[src/rtl/byte_serializer_if.sv]
`default_nettype none
// ============================================================================
//  Module      : byte_serializer_if
//  Description : Handshake and serial-output bundle of the byte serializer.
//                The master side offers words and observes the serial stream;
//                the slave side is the serializer itself.
//  Revision    : 1.0  initial release
// ============================================================================
interface byte_serializer_if #(
    parameter int WIDTH = 8
);
    logic             in_valid;
    logic [WIDTH-1:0] in_data;
    logic             in_ready;
    logic             ser_data;
    logic             ser_en;
    logic             busy;
    logic             done;

    // Producer of words / consumer of the serial stream
    modport master (
        output in_valid,
        output in_data,
        input  in_ready,
        input  ser_data,
        input  ser_en,
        input  busy,
        input  done
    );

    // The serializer
    modport slave (
        input  in_valid,
        input  in_data,
        output in_ready,
        output ser_data,
        output ser_en,
        output busy,
        output done
    );
endinterface
`default_nettype wire

[src/rtl/byte_serializer.sv]
`default_nettype none
// ============================================================================
//  Module      : byte_serializer
//  Description : Parallel-to-serial transmit stage. Accepts a WIDTH-bit word
//                on a valid/ready handshake and emits it LSB first on
//                ser_data, holding each bit for DIV clocks and strobing
//                ser_en in the last clock of every bit window. done pulses
//                for one clock after the final strobe.
//  Revision    : 1.0  initial release
// ============================================================================
module byte_serializer #(
    parameter int WIDTH = 8,
    parameter int DIV   = 1
) (
    input wire             clk,
    input wire             rst,
    byte_serializer_if.slave bus
);

    // ------------------------------------------------------------------------
    // Constants
    // ------------------------------------------------------------------------
    localparam int c_IDX_W = (WIDTH > 1) ? $clog2(WIDTH) : 1;
    localparam int c_CNT_W = (DIV > 1) ? $clog2(DIV) : 1;

    localparam logic [c_IDX_W-1:0] c_IDX_LAST = c_IDX_W'(WIDTH - 1);
    localparam logic [c_CNT_W-1:0] c_CNT_LAST = c_CNT_W'(DIV - 1);
    localparam logic [c_IDX_W-1:0] c_IDX_ZERO = '0;
    localparam logic [c_CNT_W-1:0] c_CNT_ZERO = '0;

    // With one clock per bit every bit window is also its own strobe cycle.
    localparam logic c_DIV_ONE = (DIV == 1);

    typedef enum logic [0:0] {
        IDLE  = 1'b0,
        SHIFT = 1'b1
    } state_t;

    // ------------------------------------------------------------------------
    // State and registered outputs
    // ------------------------------------------------------------------------
    state_t             r_state;
    logic [WIDTH-1:0]   r_data;      // remaining bits, current bit in [0]
    logic [c_IDX_W-1:0] r_idx;       // index of the bit now on ser_data
    logic [c_CNT_W-1:0] r_cnt;       // clock position inside the bit window
    logic               r_ser_data;
    logic               r_ser_en;
    logic               r_busy;
    logic               r_done;

    state_t             w_state_nxt;
    logic [WIDTH-1:0]   w_data_nxt;
    logic [c_IDX_W-1:0] w_idx_nxt;
    logic [c_CNT_W-1:0] w_cnt_nxt;
    logic               w_ser_data_nxt;
    logic               w_ser_en_nxt;
    logic               w_busy_nxt;
    logic               w_done_nxt;

    logic               w_ready;
    logic               w_accept;
    logic               w_bit_last;
    logic               w_frame_last;
    logic [c_CNT_W-1:0] w_cnt_inc;
    logic [c_IDX_W-1:0] w_idx_inc;

    // in_ready depends only on state and reset so that upstream may derive
    // in_valid from it without creating a combinational loop.
    assign w_ready      = (r_state == IDLE) && !rst;
    assign w_accept     = bus.in_valid && w_ready;

    assign w_bit_last   = (r_cnt == c_CNT_LAST);
    assign w_frame_last = w_bit_last && (r_idx == c_IDX_LAST);
    assign w_cnt_inc    = r_cnt + 1'b1;
    assign w_idx_inc    = (r_idx == c_IDX_LAST) ? r_idx : (r_idx + 1'b1);

    // Next-state and next-output decode; all outputs default to idle values.
    always_comb begin
        w_state_nxt    = r_state;
        w_data_nxt     = r_data;
        w_idx_nxt      = r_idx;
        w_cnt_nxt      = r_cnt;
        w_ser_data_nxt = 1'b0;
        w_ser_en_nxt   = 1'b0;
        w_busy_nxt     = 1'b0;
        w_done_nxt     = 1'b0;

        case (r_state)
            IDLE: begin
                if (w_accept) begin
                    w_state_nxt    = SHIFT;
                    w_data_nxt     = bus.in_data;
                    w_idx_nxt      = c_IDX_ZERO;
                    w_cnt_nxt      = c_CNT_ZERO;
                    w_ser_data_nxt = bus.in_data[0];
                    w_ser_en_nxt   = c_DIV_ONE;
                    w_busy_nxt     = 1'b1;
                end
            end

            SHIFT: begin
                if (w_frame_last) begin
                    // Terminal strobe just happened: close the frame.
                    w_state_nxt = IDLE;
                    w_idx_nxt   = c_IDX_ZERO;
                    w_cnt_nxt   = c_CNT_ZERO;
                    w_done_nxt  = 1'b1;
                end else if (w_bit_last) begin
                    // Bit window ended: move to the next bit.
                    w_data_nxt     = r_data >> 1;
                    w_idx_nxt      = w_idx_inc;
                    w_cnt_nxt      = c_CNT_ZERO;
                    w_ser_data_nxt = r_data[1];
                    w_ser_en_nxt   = c_DIV_ONE;
                    w_busy_nxt     = 1'b1;
                end else begin
                    // Still inside the window; strobe on its last clock.
                    w_cnt_nxt      = w_cnt_inc;
                    w_ser_data_nxt = r_data[0];
                    w_ser_en_nxt   = (w_cnt_inc == c_CNT_LAST);
                    w_busy_nxt     = 1'b1;
                end
            end

            default: begin
                w_state_nxt = IDLE;
            end
        endcase
    end

    // State register; reset aborts any frame and discards the latched word.
    always_ff @(posedge clk or posedge rst) begin
        if (rst) begin
            r_state <= IDLE;
            r_data  <= '0;
            r_idx   <= '0;
            r_cnt   <= '0;
        end else begin
            r_state <= w_state_nxt;
            r_data  <= w_data_nxt;
            r_idx   <= w_idx_nxt;
            r_cnt   <= w_cnt_nxt;
        end
    end

    // Output registers, cleared immediately by reset.
    always_ff @(posedge clk or posedge rst) begin
        if (rst) begin
            r_ser_data <= 1'b0;
            r_ser_en   <= 1'b0;
            r_busy     <= 1'b0;
            r_done     <= 1'b0;
        end else begin
            r_ser_data <= w_ser_data_nxt;
            r_ser_en   <= w_ser_en_nxt;
            r_busy     <= w_busy_nxt;
            r_done     <= w_done_nxt;
        end
    end

    assign bus.in_ready = w_ready;
    assign bus.ser_data = r_ser_data;
    assign bus.ser_en   = r_ser_en;
    assign bus.busy     = r_busy;
    assign bus.done     = r_done;

endmodule
`default_nettype wire
[src/flat_wrapper.sv]
// flat-port wrapper written by rule: the top's interface ports become plain ports
module byte_serializer_flat 
#(
    parameter int WIDTH = 8,
    parameter int DIV   = 1
)
  (clk, rst, bus_in_valid, bus_in_data, bus_in_ready, bus_ser_data, bus_ser_en, bus_busy, bus_done);
  byte_serializer_if #(.WIDTH(WIDTH)) bus_i ();
  input wire clk;
  input wire rst;
  input wire logic [$bits(bus_i.in_valid)-1:0] bus_in_valid;
  input wire logic [$bits(bus_i.in_data)-1:0] bus_in_data;
  output wire logic [$bits(bus_i.in_ready)-1:0] bus_in_ready;
  output wire logic [$bits(bus_i.ser_data)-1:0] bus_ser_data;
  output wire logic [$bits(bus_i.ser_en)-1:0] bus_ser_en;
  output wire logic [$bits(bus_i.busy)-1:0] bus_busy;
  output wire logic [$bits(bus_i.done)-1:0] bus_done;
  assign bus_i.in_valid = bus_in_valid;
  assign bus_i.in_data = bus_in_data;
  assign bus_in_ready = bus_i.in_ready;
  assign bus_ser_data = bus_i.ser_data;
  assign bus_ser_en = bus_i.ser_en;
  assign bus_busy = bus_i.busy;
  assign bus_done = bus_i.done;
  byte_serializer #(.WIDTH(WIDTH), .DIV(DIV)) u_core (.clk(clk), .rst(rst), .bus(bus_i));
endmodule
[config.mk]
export PLATFORM = sky130hd
export DESIGN_NAME = byte_serializer_flat
export DESIGN_NICKNAME = d
export VERILOG_FILES = /design/src/rtl/byte_serializer_if.sv /design/src/rtl/byte_serializer.sv /design/src/flat_wrapper.sv
export SDC_FILE = /design/constraint.sdc
export NUM_CORES = 1
export LEC_CHECK = 0
export ABC_AREA = 0
export BUFFER_PORTS_ARGS = -buffer_cell sky130_fd_sc_hd__buf_4
export CAP_MARGIN = 20
export CELL_PAD_IN_SITES_DETAIL_PLACEMENT = 0
export CELL_PAD_IN_SITES_GLOBAL_PLACEMENT = 2
export CORE_MARGIN = 2
export CORE_UTILIZATION = 31
export CTS_BUF_LIST = sky130_fd_sc_hd__clkbuf_16
export DETAILED_ROUTE_END_ITERATION = 10
export PLACE_DENSITY = 0.76
export REMOVE_ABC_BUFFERS = 1
export SYNTH_ARGS = -nofsm -noshare
export SYNTH_HDL_FRONTEND = slang
export SYNTH_SLANG_ARGS = --single-unit
export TNS_END_PERCENT = 20
[constraint.sdc]
create_clock -name clk -period 1.6 [get_ports clk]
set_input_delay 0.32 -clock clk [delete_from_list [all_inputs] [get_ports clk]]
set_output_delay 0.32 -clock clk [all_outputs]
set_load 0.02 [all_outputs]
==> results of run 1 <==
[per-layer routing]
| metal | share of wire (%) | track usage (%) | up-vias |
|---|---|---|---|
| met5 | 0 | 0 | - |
| met4 | 3.6 | 9.72 | 0 |
| met3 | 5.3 | 3.03 | 4 |
| met2 | 46 | 17.8 | 13 |
| met1 | 45 | 14.5 | 228 |
| li1 | - | - | 243 |
[layout by cell type (no fill, tap or decap)]
cell type,count
inv_1,4
nand3_2,1
o22ai_1,6
o21ai_2,2
nor2_1,7
nand2b_1,2
a21oi_2,6
or3b_4,1
o21ai_0,3
ha_1,3
buf_4,18
or2b_4,1
dfrtp_1,13
nand2_1,7
and2_1,1
clkbuf_16,3
nor2b_1,2
[power groups by stage]
stage          sequential, mW  combinational, mW  clock (mW)
6_report                0.566              0.710       0.467
5_1_grt                 0.590              0.808       0.499
4_1_cts                 0.568              0.709       0.481
3_5_place_dp            0.574              0.703           0
3_3_place_gp            0.568              0.697           0
2_1_floorplan           0.611              0.415           0
[stage by stage]
step	cells	setup slack (ps)	hold WS (ps)	power (mW)
2_1_floorplan	58	123	197	1.03
4_1_cts	107	28.2	158	1.76
3_3_place_gp	103	66.2	407	1.27
6_report	107	119	135	1.74
3_5_place_dp	103	37.7	415	1.28
5_1_grt	107	46.5	179	1.90
[state kept, by name (all words and copies together) (netlist names)]
signal / cells
u_core.r_data: 7
u_core.r_idx: 3
u_core.bus.busy: 1
u_core.bus.done: 1
u_core.bus.ser_data: 1
[path summary, 6_finish.rpt]
kind                                               from                       endpoint  slack [ps]
max                         u_core.r_idx[0]$_DFFE_PP0P_   u_core.r_data[1]$_DFFE_PP0P_         120
min                                                 rst    u_core.r_idx[0]$_DFFE_PP0P_         130
min in group clk                         bus_in_data[7]   u_core.r_data[7]$_DFFE_PP0P_         330
max reg2reg                 u_core.r_idx[0]$_DFFE_PP0P_   u_core.r_data[1]$_DFFE_PP0P_         120
min reg2reg                u_core.r_data[1]$_DFFE_PP0P_  u_core.bus.ser_data$_DFF_PP0_         490
max in group asynchronous                           rst  u_core.bus.ser_data$_DFF_PP0_        1120
[area by class of cell]
cell class                 count  area [um2]  area share (%)
clock buffer                   3        75.1            8.72
clock inverter                 1        3.75           0.436
inverter                       3        11.3            1.31
multi-input combinational     42         277            32.1
sequential                    13         325            37.8
tap                           27        33.8            3.92
timing repair buffer          18         135            15.7
[synth_stat cells]
cell type,n,area share (%)
a21oi_2,6,8.0
and2_1,1,0.95
buf_4,1,1.1
buf_6,2,3.4
buf_8,1,2.3
clkbuf_2,1,0.76
dfrtp_1,13,49
ha_1,3,5.7
inv_1,3,1.7
nand2_1,7,4.0
nand2b_1,2,1.9
nand3_2,1,1.5
nor2_1,7,4.0
nor2b_1,2,1.9
o21ai_0,3,2.3
o21ai_2,2,2.7
o22ai_1,6,5.7
or2b_1,1,1.1
or3b_4,1,1.7
[logic make-up after synthesis]
group / after synthesis
DFF: 13
and+or+nand+nor: 22
adders and majority gates: 3
buffers and inverters: 8
AOI/OAI and AO/OA: 17
[worst reg2reg max path, stage by stage (launching register included)]
cell	delay [ps]
dfrtp_1	380
ha_1	220
ha_1	210
or2b_4	300
o22ai_1	200
a21oi_2	40
==> impl_metrics.json, run 1 <==
{
  "grt-ovfl-total": 0,
  "hold_violations": 0,
  "row_count": 16,
  "critical_path_class": "reg2reg",
  "insertion_delay_ps": 240,
  "cts_tree": "yes",
  "synth_top_family_by_area": "compound AO/OA/AOI/OAI gates",
  "synth-compound-area-share_pct": 18.6,
  "setup_viol": 0,
  "die_h_um": 50.1,
  "ir_drop_uv": 999,
  "start_util_pct": 33.3,
  "cellLeakagePower_nw": 0.414,
  "min_path_type": "in2async",
  "status": "complete, no violations",
  "max_slew_margin_pct": 65.3,
  "synthSimpleGateAreaFrac_pct": 17.1,
  "nFillCells": 207,
  "utilization_pct": 43.4,
  "worst-slew-pin-transition_ps": 521,
  "cts_buffer_depth": 2,
  "grt_max_degree": 17,
  "critPathRequiredTime_ps": 1720,
  "grt_pass1_wl_mm": 2.15,
  "worst-path-max-fanout": 8,
  "drive_gt1_share_pct": 40.0,
  "path_buf_inv": 0,
  "power_frac_seq_pct": 32.5,
  "vias": 488,
  "setup.worst_path.end_class": "register",
  "dr.pass1.iters": 4,
  "cts_buffers": 3,
  "final_area_um2": 861,
  "path_cells": "ha_1 > ha_1 > or2b_4 > o22ai_1 > a21oi_2",
  "die_area_um2": 2510,
  "cap_violations": 0,
  "drv_slew": 0,
  "dpl_cell_area_um2": 778,
  "p_int_mw": 1.15,
  "p_sw_share_pct": 33.9,
  "netlist_instances": 63,
  "synth-xor-area-share_pct": 0,
  "synth_seq_cells": 13,
  "viasPerCell": 4.56,
  "cp-start-kind": "register",
  "clkPwrFrac_pct": 26.8,
  "post_cts_buffers": 0,
  "fin_worst_skew_ps": 0.773,
  "yosysSeqAreaShare_pct": 49.3,
  "path_depth": 5,
  "rsz0062_at_grt": "false",
  "synth_area_um2": 659,
  "ant_nets": 0,
  "nNetsFinal": 95,
  "slowest_delay_ps": 380,
  "io_pins": 16,
  "min_period_ps": 1480,
  "clock_sinks": 13,
  "cts-root-buf": "clkbuf_16",
  "cts.repair.resized": 0,
  "drtIter0Drc": 2,
  "critical_path.top_delay_family": "adder cells",
  "synthMuxAreaShare_pct": 0,
  "pwr-share-comb_pct": 40.7,
  "clk_pin_slew_ps": 40,
  "area_delta_synth_final_pct": 30.6,
  "critPathSlowestCell": "dfrtp_1",
  "htree_levels": 1,
  "hpwl_um": 883,
  "finalCritPeriodShare_pct": 92.6,
  "antenna_found_initial": 0,
  "tns_ps": 0,
  "route.detailed.drc": 0,
  "drt-total-wl_mm": 1.22,
  "grt_pass1_vias": 479,
  "yosysWarnings": 0,
  "synth_cell_types": 19,
  "dieWidth_um": 50.1,
  "port_buffers": 15,
  "gp_congestion": 0.750,
  "max_freq_mhz": 675,
  "syn_area_per_cell_um2": 10.5,
  "worst_path_most_repeated_cell": "ha_1",
  "hold_buffers": 0,
  "cp.arrival_ps": 1600,
  "antenna-diode-count": 0,
  "synthAdderAreaFrac_pct": 5.69,
  "wl_per_cell_um": 11.4,
  "power.density_nw_per_um2": 2020,
  "reg2reg_depth": 5,
  "grt.total_usage_pct": 12.0,
  "core_um2": 1980,
  "switchingPower_mw": 0.591
}
(Power assumes the default switching activity.)
==> run 2, diff against run 1 <==
Settings changed: CELL_PAD_IN_SITES_DETAIL_PLACEMENT 0 to not set, CELL_PAD_IN_SITES_GLOBAL_PLACEMENT 2 to not set, CORE_UTILIZATION 31 to 40, PLACE_DENSITY 0.76 to 0.64.
==> run 2 against run 1 <==
  * Combinational power shrank 3.7%
  * Critical endpoint is now u_core.r_data[2]$_DFFE_PP0P_
  * Wire length shrank 5.8%
  * Worst setup slack worse by 8.6 ps
  * First-iteration DRC count grew to 2.5 times the previous value
  * Die area down 21%
  * Sequential cell count stayed put
  * Core utilization grew 12 points
  * Clock skew rose by 0.95 ps
  * Total power decreased by 1.8%
  * Cell area is 2.5% lower
  * Largest cell class unchanged
==> impl_metrics.json, run 2 (synthesis gave the netlist of run 1 again) <==
{
  "final_cells": 95,
  "finalCritPeriodShare_pct": 93.1,
  "max_slew_margin_pct": 67.3,
  "viasPerCell": 4.91,
  "worst-slew-pin-transition_ps": 490,
  "min_path_type": "in2async",
  "reg2reg_depth": 5,
  "cts-root-buf": "clkbuf_16",
  "die_area_um2": 1990,
  "io_pins": 16,
  "wl_per_cell_um": 12.1,
  "cts_buffers": 3,
  "critical_path_class": "reg2reg",
  "ir_drop_uv": 1520,
  "cellLeakagePower_nw": 0.409,
  "row_count": 14,
  "dieWidth_um": 44.6,
  "utilization_pct": 55.1,
  "power.density_nw_per_um2": 2040,
  "area_delta_synth_final_pct": 27.3,
  "clk_pin_slew_ps": 40,
  "cts_tree": "yes",
  "grt_pass1_vias": 465,
  "route.detailed.drc": 0,
  "setup.worst_path.end_class": "register",
  "port_buffers": 15,
  "nFillCells": 147,
  "insertion_delay_ps": 240,
  "drt-total-wl_mm": 1.15,
  "nNetsFinal": 94,
  "cp-start-kind": "register",
  "antenna-diode-count": 0,
  "hold_violations": 0,
  "worst-path-max-fanout": 8,
  "setup_viol": 0,
  "r2r_slack_ps": 110,
  "post_cts_buffers": 0,
  "drive_gt1_share_pct": 39.2,
  "largest_reg_flops": 7,
  "dp.cells": 91,
  "die_h_um": 44.6,
  "grt-ovfl-total": 0,
  "final_area_um2": 840,
  "cp.arrival_ps": 1610,
  "start_util_pct": 43.3,
  "drtIter0Drc": 5,
  "gp_congestion": 0.711,
  "regArea_um2": 325,
  "vias": 466,
  "core_um2": 1520,
  "final_cell_mix": "17 x buf_4, 13 x dfrtp_1, 7 x nand2_1, 7 x nor2_1",
  "ant_nets": 0,
  "multiInputGateArea_um2": 277,
  "critPathRequiredTime_ps": 1720,
  "dp_worst_setup_slack_ps": 42.4,
  "antenna_found_initial": 0,
  "timing.rr.end": "u_core.r_data[2]$_DFFE_PP0P_",
  "reg_top3": "u_core.r_data: 7 flops, u_core.r_idx: 3 flops",
  "grt.total_usage_pct": 15.3,
  "grt_max_degree": 17,
  "cap_violations": 0,
  "hpwl_um": 829,
  "rsz0062_at_grt": "false",
  "status": "complete, no violations",
  "min_period_ps": 1490,
  "htree_levels": 1,
  "dr.pass1.iters": 4,
  "fin_worst_skew_ps": 1.72,
  "clock_sinks": 13,
  "cts_buffer_depth": 2,
  "setup_slack_ps": 110,
  "max_freq_mhz": 671,
  "grt_pass1_wl_mm": 2.10,
  "drv_slew": 0,
  "final_common_cell": "buf_4",
  "tns_ps": 0,
  "r2r-start": "u_core.r_idx[0]$_DFFE_PP0P_",
  "whs_ps": 124,
  "dpl_cell_area_um2": 757,
  "p_total_mw": 1.71,
  "regMostFlops": "u_core.r_data"
}
run 2: timing repair:
action                     CTS  global route
hold buffers                 0             0
gates resized for setup      0             1
setup endpoints to repair    0             6
run 2: layout make-up:
type                            instances  share of cell area (%)
Multi-Input combinational cell         42                    32.9
Sequential cell                        13                    38.7
Clock buffer                            3                    8.94
Inverter                                3                    1.34
Timing Repair Buffer                   17                    15.2
Clock inverter                          1                   0.447
Tap cell                               16                    2.38
run 2: how the worst max path moves through the flow:
stage                                         endpoint  slack, ps                         from
after floorplan           u_core.r_data[1]$_DFFE_PP0P_        120    u_core.bus.busy$_DFF_PP0_
after global placement    u_core.r_data[4]$_DFFE_PP0P_         80  u_core.r_idx[0]$_DFFE_PP0P_
after detailed placement  u_core.r_data[2]$_DFFE_PP0P_         40  u_core.r_idx[0]$_DFFE_PP0P_
after CTS                 u_core.r_data[2]$_DFFE_PP0P_         20  u_core.r_idx[0]$_DFFE_PP0P_
after global routing      u_core.r_data[1]$_DFFE_PP0P_         40  u_core.r_idx[0]$_DFFE_PP0P_
final                     u_core.r_data[2]$_DFFE_PP0P_        110  u_core.r_idx[0]$_DFFE_PP0P_
run 2: critical path, stage by stage (launching register included):
cell,delay (ps)
dfrtp_1,390
ha_1,230
ha_1,220
or2b_4,300
o22ai_1,200
a21oi_2,40
run 2: power by group:
group | leakage [nW] | total (mW) | internal [mW] | switching [mW]
registers | 0.157 | 0.565 | 0.480 | 0.0855
logic | 0.210 | 0.684 | 0.326 | 0.358
clock network | 0.0423 | 0.462 | 0.329 | 0.133
run 2: layer usage:
| metal | vias up | GRT usage [%] | wire length (um) |
|---|---|---|---|
| li1 | 240 | - | - |
| met1 | 210 | 19.7 | 508 |
| met2 | 12 | 20.9 | 552 |
| met3 | 4 | 7.35 | 66 |
| met4 | 0 | 8.48 | 19 |
| met5 | - | 0 | 0 |
